## src/rtl/bk_slot_xfer.sv

```systemverilog
// Save-state slot sequencer: walks the 2^SECT_W sectors of one slot through the
// hps_io sd_rd/sd_wr/sd_ack handshake, with ack timeout and abort on image loss.
module bk_slot_xfer #(
   parameter int SLOT_W = 2,
   parameter int SECT_W = 6,
   parameter int LBA_W  = 32,
   parameter int TMO_W  = 24
)(
   input  logic              clk_sys,
   input  logic              reset,
   input  logic              enable,
   input  logic              load_req,
   input  logic              save_req,
   input  logic [SLOT_W-1:0] slot,
   input  logic              sd_ack,
   output logic              sd_rd,
   output logic              sd_wr,
   output logic [LBA_W-1:0]  sd_lba,
   output logic [SECT_W-1:0] sect_idx,
   output logic              busy,
   output logic              loading,
   output logic              done,
   output logic              error
);

   typedef enum logic [1:0] {ST_IDLE, ST_REQ, ST_XFER} state_t;

   state_t             state_reg;
   logic               old_ld_reg;
   logic               old_sv_reg;
   logic               old_ack_reg;
   logic               armed_reg;
   logic               sd_rd_reg;
   logic               sd_wr_reg;
   logic               busy_reg;
   logic               loading_reg;
   logic               done_reg;
   logic               error_reg;
   logic [LBA_W-1:0]   lba_reg;
   logic [TMO_W-1:0]   tmo_cnt_reg;

   logic               ld_edge;
   logic               sv_edge;
   logic               ack_rise;
   logic               ack_fall;
   logic               tmo_hit;
   logic               last_sect;
   logic               abort;
   logic [LBA_W-1:0]   start_lba;
   logic [LBA_W-1:0]   next_lba;

   // armed_reg keeps a request that is already high when reset releases from
   // looking like a fresh edge: the first cycle only samples the inputs.
   assign ld_edge   = armed_reg & ~old_ld_reg & load_req & enable;
   assign sv_edge   = armed_reg & ~old_sv_reg & save_req & enable;
   assign ack_rise  = ~old_ack_reg & sd_ack;
   assign ack_fall  = old_ack_reg & ~sd_ack;
   assign tmo_hit   = &tmo_cnt_reg;
   assign last_sect = &lba_reg[SECT_W-1:0];
   assign abort     = ~enable | tmo_hit;

   always_comb begin
      start_lba = '0;
      start_lba[SLOT_W+SECT_W-1:SECT_W] = slot;
      next_lba = lba_reg;
      next_lba[SECT_W-1:0] = lba_reg[SECT_W-1:0] + SECT_W'(1);
   end

   always_ff @(posedge clk_sys or posedge reset) begin
      if (reset) begin
         state_reg   <= ST_IDLE;
         old_ld_reg  <= 1'b0;
         old_sv_reg  <= 1'b0;
         old_ack_reg <= 1'b0;
         armed_reg   <= 1'b0;
         sd_rd_reg   <= 1'b0;
         sd_wr_reg   <= 1'b0;
         busy_reg    <= 1'b0;
         loading_reg <= 1'b0;
         done_reg    <= 1'b0;
         error_reg   <= 1'b0;
         lba_reg     <= '0;
         tmo_cnt_reg <= '0;
      end else begin
         old_ld_reg  <= load_req & enable;
         old_sv_reg  <= save_req & enable;
         old_ack_reg <= sd_ack;
         armed_reg   <= 1'b1;
         done_reg    <= 1'b0;

         case (state_reg)
            ST_IDLE: begin
               // load wins when both edges land in the same cycle
               if (ld_edge | sv_edge) begin
                  busy_reg    <= 1'b1;
                  loading_reg <= ld_edge;
                  error_reg   <= 1'b0;
                  lba_reg     <= start_lba;
                  sd_rd_reg   <= ld_edge;
                  sd_wr_reg   <= ~ld_edge;
                  tmo_cnt_reg <= '0;
                  state_reg   <= ST_REQ;
               end
            end

            ST_REQ: begin
               if (abort) begin
                  sd_rd_reg   <= 1'b0;
                  sd_wr_reg   <= 1'b0;
                  busy_reg    <= 1'b0;
                  loading_reg <= 1'b0;
                  error_reg   <= 1'b1;
                  state_reg   <= ST_IDLE;
               end else if (ack_rise) begin
                  sd_rd_reg   <= 1'b0;
                  sd_wr_reg   <= 1'b0;
                  state_reg   <= ST_XFER;
               end else begin
                  tmo_cnt_reg <= tmo_cnt_reg + TMO_W'(1);
               end
            end

            ST_XFER: begin
               if (abort) begin
                  sd_rd_reg   <= 1'b0;
                  sd_wr_reg   <= 1'b0;
                  busy_reg    <= 1'b0;
                  loading_reg <= 1'b0;
                  error_reg   <= 1'b1;
                  state_reg   <= ST_IDLE;
               end else if (ack_fall) begin
                  if (last_sect) begin
                     busy_reg    <= 1'b0;
                     loading_reg <= 1'b0;
                     done_reg    <= 1'b1;
                     state_reg   <= ST_IDLE;
                  end else begin
                     lba_reg     <= next_lba;
                     sd_rd_reg   <= loading_reg;
                     sd_wr_reg   <= ~loading_reg;
                     tmo_cnt_reg <= '0;
                     state_reg   <= ST_REQ;
                  end
               end else begin
                  tmo_cnt_reg <= tmo_cnt_reg + TMO_W'(1);
               end
            end

            default: state_reg <= ST_IDLE;
         endcase
      end
   end

   assign sd_rd    = sd_rd_reg;
   assign sd_wr    = sd_wr_reg;
   assign sd_lba   = lba_reg;
   assign sect_idx = lba_reg[SECT_W-1:0];
   assign busy     = busy_reg;
   assign loading  = loading_reg;
   assign done     = done_reg;
   assign error    = error_reg;

endmodule

```

## config.mk

```make
export PLATFORM = sky130hd
export DESIGN_NAME = bk_slot_xfer
export DESIGN_NICKNAME = d
export VERILOG_FILES = /design/src/rtl/bk_slot_xfer.sv
export SDC_FILE = /design/constraint.sdc
export NUM_CORES = 1
export LEC_CHECK = 0
export CORE_MARGIN = 2
export CORE_UTILIZATION = 35
export CTS_CLUSTER_DIAMETER = 60
export CTS_CLUSTER_SIZE = 28
export DETAILED_ROUTE_END_ITERATION = 7
export RECOVER_POWER = 100
export SYNTH_ARGS = -nofsm -noshare
export SYNTH_HDL_FRONTEND = slang
export SYNTH_SLANG_ARGS = --single-unit
```

## constraint.sdc

```tcl
create_clock -name clk_sys -period 5.3 [get_ports clk_sys]
set_input_delay 1.06 -clock clk_sys [delete_from_list [all_inputs] [get_ports clk_sys]]
set_output_delay 1.06 -clock clk_sys [all_outputs]
set_load 0.005 [all_outputs]
```

# Word level (Yosys, flattened, before mapping)
# Cells that the tools add are included.
# totals
ff_bits,68
latchBits,0
mem_bits_rw,0
mem_bits_ro,0
input_bits,8
out_inout_bits,44
wordCells,110
mem_count,0
# classes
addsub,2
n_mul,0
div,0
n_lt_le_gt_ge,0
eq_ne,15
n_shift,0
n_mux,45
bitwise,20
n_reduce_logical,14
# ops
op,count
24-bit two-way mux,6
24-bit one-hot mux with 3 select lines,1
32-bit one-hot mux with 2 select lines,1
32-bit two-way mux,1
24-bit by 1-bit adder with 24-bit output (second input constant),1
24-bit AND reduction,1
1-bit two-way mux,22
6-bit two-way mux,3
3-bit != test (second input constant),5
5-bit AND reduction,3
2-bit != test (second input constant),7
1-bit one-hot mux with 3 select lines,4
6-bit AND reduction,2
1-bit bitwise AND,10
2-bit two-way mux,5
3-bit AND reduction,3
1-bit NOT,8
6-bit by 1-bit adder with 6-bit output (second input constant),1
2-bit one-hot mux with 3 select lines,1
2-bit nonzero test,2
3-bit nonzero test,1
2-bit by 1-bit == test with 1-bit output (second input constant),1
2-bit == test (second input constant),1
2-bit zero test,1
other kinds (4),5

# Depth between registers and ports, before layout
# depth
depth_word,7
depth_mapped,9
ltp_nobuf,7

# Worst setup path after synthesis
# Ideal clock, no wire load.
# synth_timing
path_type,input to register
startpoint,input load_req
endpoint,register tmo_cnt_reg[19]
t_arrival_ps,2618
required_ps,5205
path_slack_ps,2586
cell_stages,7
path_buffers,1
path_cell_list,nor2b_1 > o2111ai_1 > a32oi_1 > o221ai_4 > or2_4 > buf_4 > o31ai_1
# synth_between
elab_chain_cells,5
# synth_lines
element,line_no,text
"start, declared",12,"input logic load_req,"
1-bit bitwise AND (2 in series),54,assign ld_edge = armed_reg & ~old_ld_reg & load_req & enable;
1-bit OR,94,if (ld_edge | sv_edge) begin
2-bit != test (no source line),--,
6-bit AND reduction (no source line),--,
"end signal, assigned",119,tmo_cnt_reg <= tmo_cnt_reg + TMO_W'(1);
"end signal, assigned",145,tmo_cnt_reg <= tmo_cnt_reg + TMO_W'(1);
"end, declared",40,logic [TMO_W-1:0] tmo_cnt_reg;
# No other way between the ends.
# A chain may end at the register's enable or synchronous reset.

# Final worst setup path
# layout_timing
startpoint,input load_req
endpoint,register tmo_cnt_reg[5]
# The elaborated chain is that of the path after synthesis.

==> results.md <==
* # clock sinks at 44
* Worst-path cell chain: dlygate4sd3_1 -> nor2b_1 -> o2111ai_1 -> a32oi_1 -> o221ai_1 -> or2_4 -> o41ai_1
* Critical path type: in2reg
* WP data arrival at between 4000 and 5000 ps
* Area grow syn2layout at 9.509%
* I/O Buffers at 27
* Wire per inst at 13.16 um
* Initial antenna violation count at 0
* Hold Path Class: reg2reg
* Clock-pin slew on the worst setup and hold paths at around 80 ps
* Cell family with most CP delay: compound AO/OA/AOI/OAI gates
* Core ar. at a little under 8000 um2
* CP endpoint kind: flop
* Starting Density at 36.12%
* Most used DFF post-synth: dfrtp_1
* Die X at just over 90 um
* Post-Syn Instances at roughly 310
* Cell Area, Placed at ~3000 um2
* Worst-Skew Late Latency at ~300 ps
* Setup violations, final at 0
* Share of layout cells above drive strength 1 at ~4.8%
* Tot Pwr at around 1.0 mW
* Largest stage delay, worst path at approximately 900 ps
* Initial DRC count at 88
* DRT Wirelength at approximately 5.7 mm
* PnR worst setup slack at 1095 ps
* Hold buffers post-CTS at 0
* Syn avg cell area at 8.842 um2
* Grt total ovfl at 0
* Wire length on met1 at between 2 and 3 mm
* Via/cell ratio at approximately 5.1
* Warnings, synthesis at 0
* Die area at approximately 8700 um2
* Slowest cell on the critical path: o221ai_1
* Post-synthesis sequential area ratio at about two fifths
* Slew Limit Fails at between 70 and 80
* Clock buffer depth at 2
* Die height at 93.07 um
* Site Rows at 32
* H-tree levels at 2
* Final layout net count at approximately 350
* Final Wtd Congestion at about 0.87
* DR pass1 iterations at 5
* Yosys top cell by area: dfrtp_1
* Post-detail-place hpwl at just over 4 mm
* N_diodes at 0
* Top-area cell type share of the netlist area at between 30% and 40%
* DRC viols at 0
* Hold Fails Final Rpt at 0
* Failing checks: capacitance limit, slew limit
* Startpoint Class: input pin
* Clock root buffer: clkbuf_8
* Slew HR at -57.81%
* Slew @ Worst Pin at about 2400 ps
* Status: complete, but fails checks
* Post_cts resized at 0
* Setup tns final at 0 ps
* Post-synth EDFFs at 0
* Number of I/O pins at 52
* Total number of vias at 2,210
* P_leak at 1.343 nW
* First-pass GRT wire length at a little under 10 mm
* VDD IR max at 166.2 uV
* Pwr dens at between 300 and 400 nW/um2
* Vias in the first global route at between 1,500 and 2,000
* WL met3 at approximately 180 um
* Final non-filler cell area at between 3000 and 4000 um2
* Post-synthesis cell type count at 48
* Largest net degree at the start of global routing at 45
* Final min period at around 4200 ps
* Highest metal used: met4
* CTS buffer count at 5
* Post-Syn Area at 2776 um2
* CTS tree: yes
* Gr usage total at between 10% and 20%
* Highest clock rate at around 0.24 GHz
* Detailed route wirelength on metal2 at about 2.7 mm
* Final core utilization at between 30 and 40%
* Post-CTS Setup Inserts at 0
* Post-synth ARST share at between 90% and 100%
* Yosys reg bits at between 40 and 50
* RSZ-0062 raised after global routing: false
* Crit path max fanout at 27
* CP bufs+invs at 1
* Top cells by area, synth: dfrtp_1 40%, buf_4 8.7%, o21ai_1 4.3%
* Final period util at 79.35%
* Layout Skew at approximately 4.2 ps
* DRT antenna net count at 0
* Pre-CTS setup slack at 1501 ps
* Max reg flops at 24
* Max-cap violations at 2
* CP Data Required Time at 5490 ps
[power breakdown]
group	switching, mW	total, mW	internal (mW)
registers	0.0299	0.404	0.374
clock network	0.112	0.228	0.116
logic	0.247	0.405	0.158
total	0.388	1.04	0.648
[worst reg2reg max path, cell delays in order, from the launching register on]
cell and delay (ps):
dfrtp_1 420, ha_1 250, nand4_1 160, nor4_4 500, a21oi_1 180, o221ai_1 1580, or2_4 510, o21ai_0 150
[logic make-up after synthesis]
group,synth area share [%]
compound gates,22.49
fa+ha+maj,2.704
buf+inv,11.45
flops,39.66
mux,1.938
other cells,0.2705
simple gates,21.50
[cells in the final DEF (no fill, tap or decap), types with 2 or more instances in the layout]
cell type	count
nand4_2	2
nor4_1	2
o211ai_1	6
clkdlybuf4s50_1	3
and3_1	5
and2_1	8
and2_0	2
o31ai_1	15
o21ai_0	22
conb_1	25
o2111ai_1	2
dfrtp_1	44
clkbuf_8	7
nand2b_1	8
clkinv_1	2
o21ai_1	18
inv_1	8
nand2_1	27
mux2_2	3
ha_1	6
mux2i_1	2
nor3_1	3
nand4_1	5
nand3_1	15
dlygate4sd3_1	24
o41ai_1	2
and4_1	2
nor2b_1	5
o21a_1	2
nor2_1	23
a21oi_1	17
[routing by layer]
metal,vias to the layer above,global-route usage (%)
li1,1111,-
met4,0,4.534
met2,37,21.74
met1,1055,19.18
met3,7,2.659
met5,-,0
[worst paths after layout]
kind	start	slack [ps]	end	cells past startpoint
setup / recovery	load_req	1090	tmo_cnt_reg[5]$_DFFE_PP0P_	7
hold / removal	tmo_cnt_reg[23]$_DFFE_PP0P_	480	tmo_cnt_reg[23]$_DFFE_PP0P_	1
setup reg to reg	tmo_cnt_reg[0]$_DFFE_PP0P_	1440	tmo_cnt_reg[12]$_DFFE_PP0P_	7
hold reg to reg	tmo_cnt_reg[23]$_DFFE_PP0P_	480	tmo_cnt_reg[23]$_DFFE_PP0P_	1
max in group asynchronous	reset	1890	tmo_cnt_reg[17]$_DFFE_PP0P_	3
min in group asynchronous	reset	2080	old_ack_reg$_DFF_PP0_	3
[Yosys cell counts, types with 2 or more instances]
library cell  instances
ha_1                  6
and4_1                2
buf_2                 2
nand3_1              15
a21oi_1              16
inv_1                 9
buf_4                32
o21ai_1              24
o2111ai_1             2
o211ai_1              6
o31ai_1              15
nor2_1               23
nand2b_1              8
mux2_2                3
conb_1                2
o41ai_1               2
nand4_1               5
o21a_1                2
nor2b_1               5
nand4_2               2
and2_1               10
o21ai_0              16
dfrtp_1              44
clkbuf_1              5
mux2i_1               2
nor3_1                3
nor4_1                2
nand2_1              27
and3_1                5
[metrics by stage]
stage,std cells,hold WS (ps)
global route,434,524.5
detailed placement,427,478.4
finish,434,484.4
floorplan,337,440.1
CTS,434,489.5
global placement,427,465.4
[layout make-up]
| type | instances | area (um2) |
|---|---|---|
| inverters | 10 | 37.54 |
| multi-input cells | 243 | 1404 |
| well taps | 102 | 127.6 |
| repair buffers | 28 | 274.0 |
| clock buffers | 7 | 96.34 |
| fillers | 807 | 4647 |
| flip-flops and latches | 44 | 1101 |
Power figures use the tool's default switching activity.
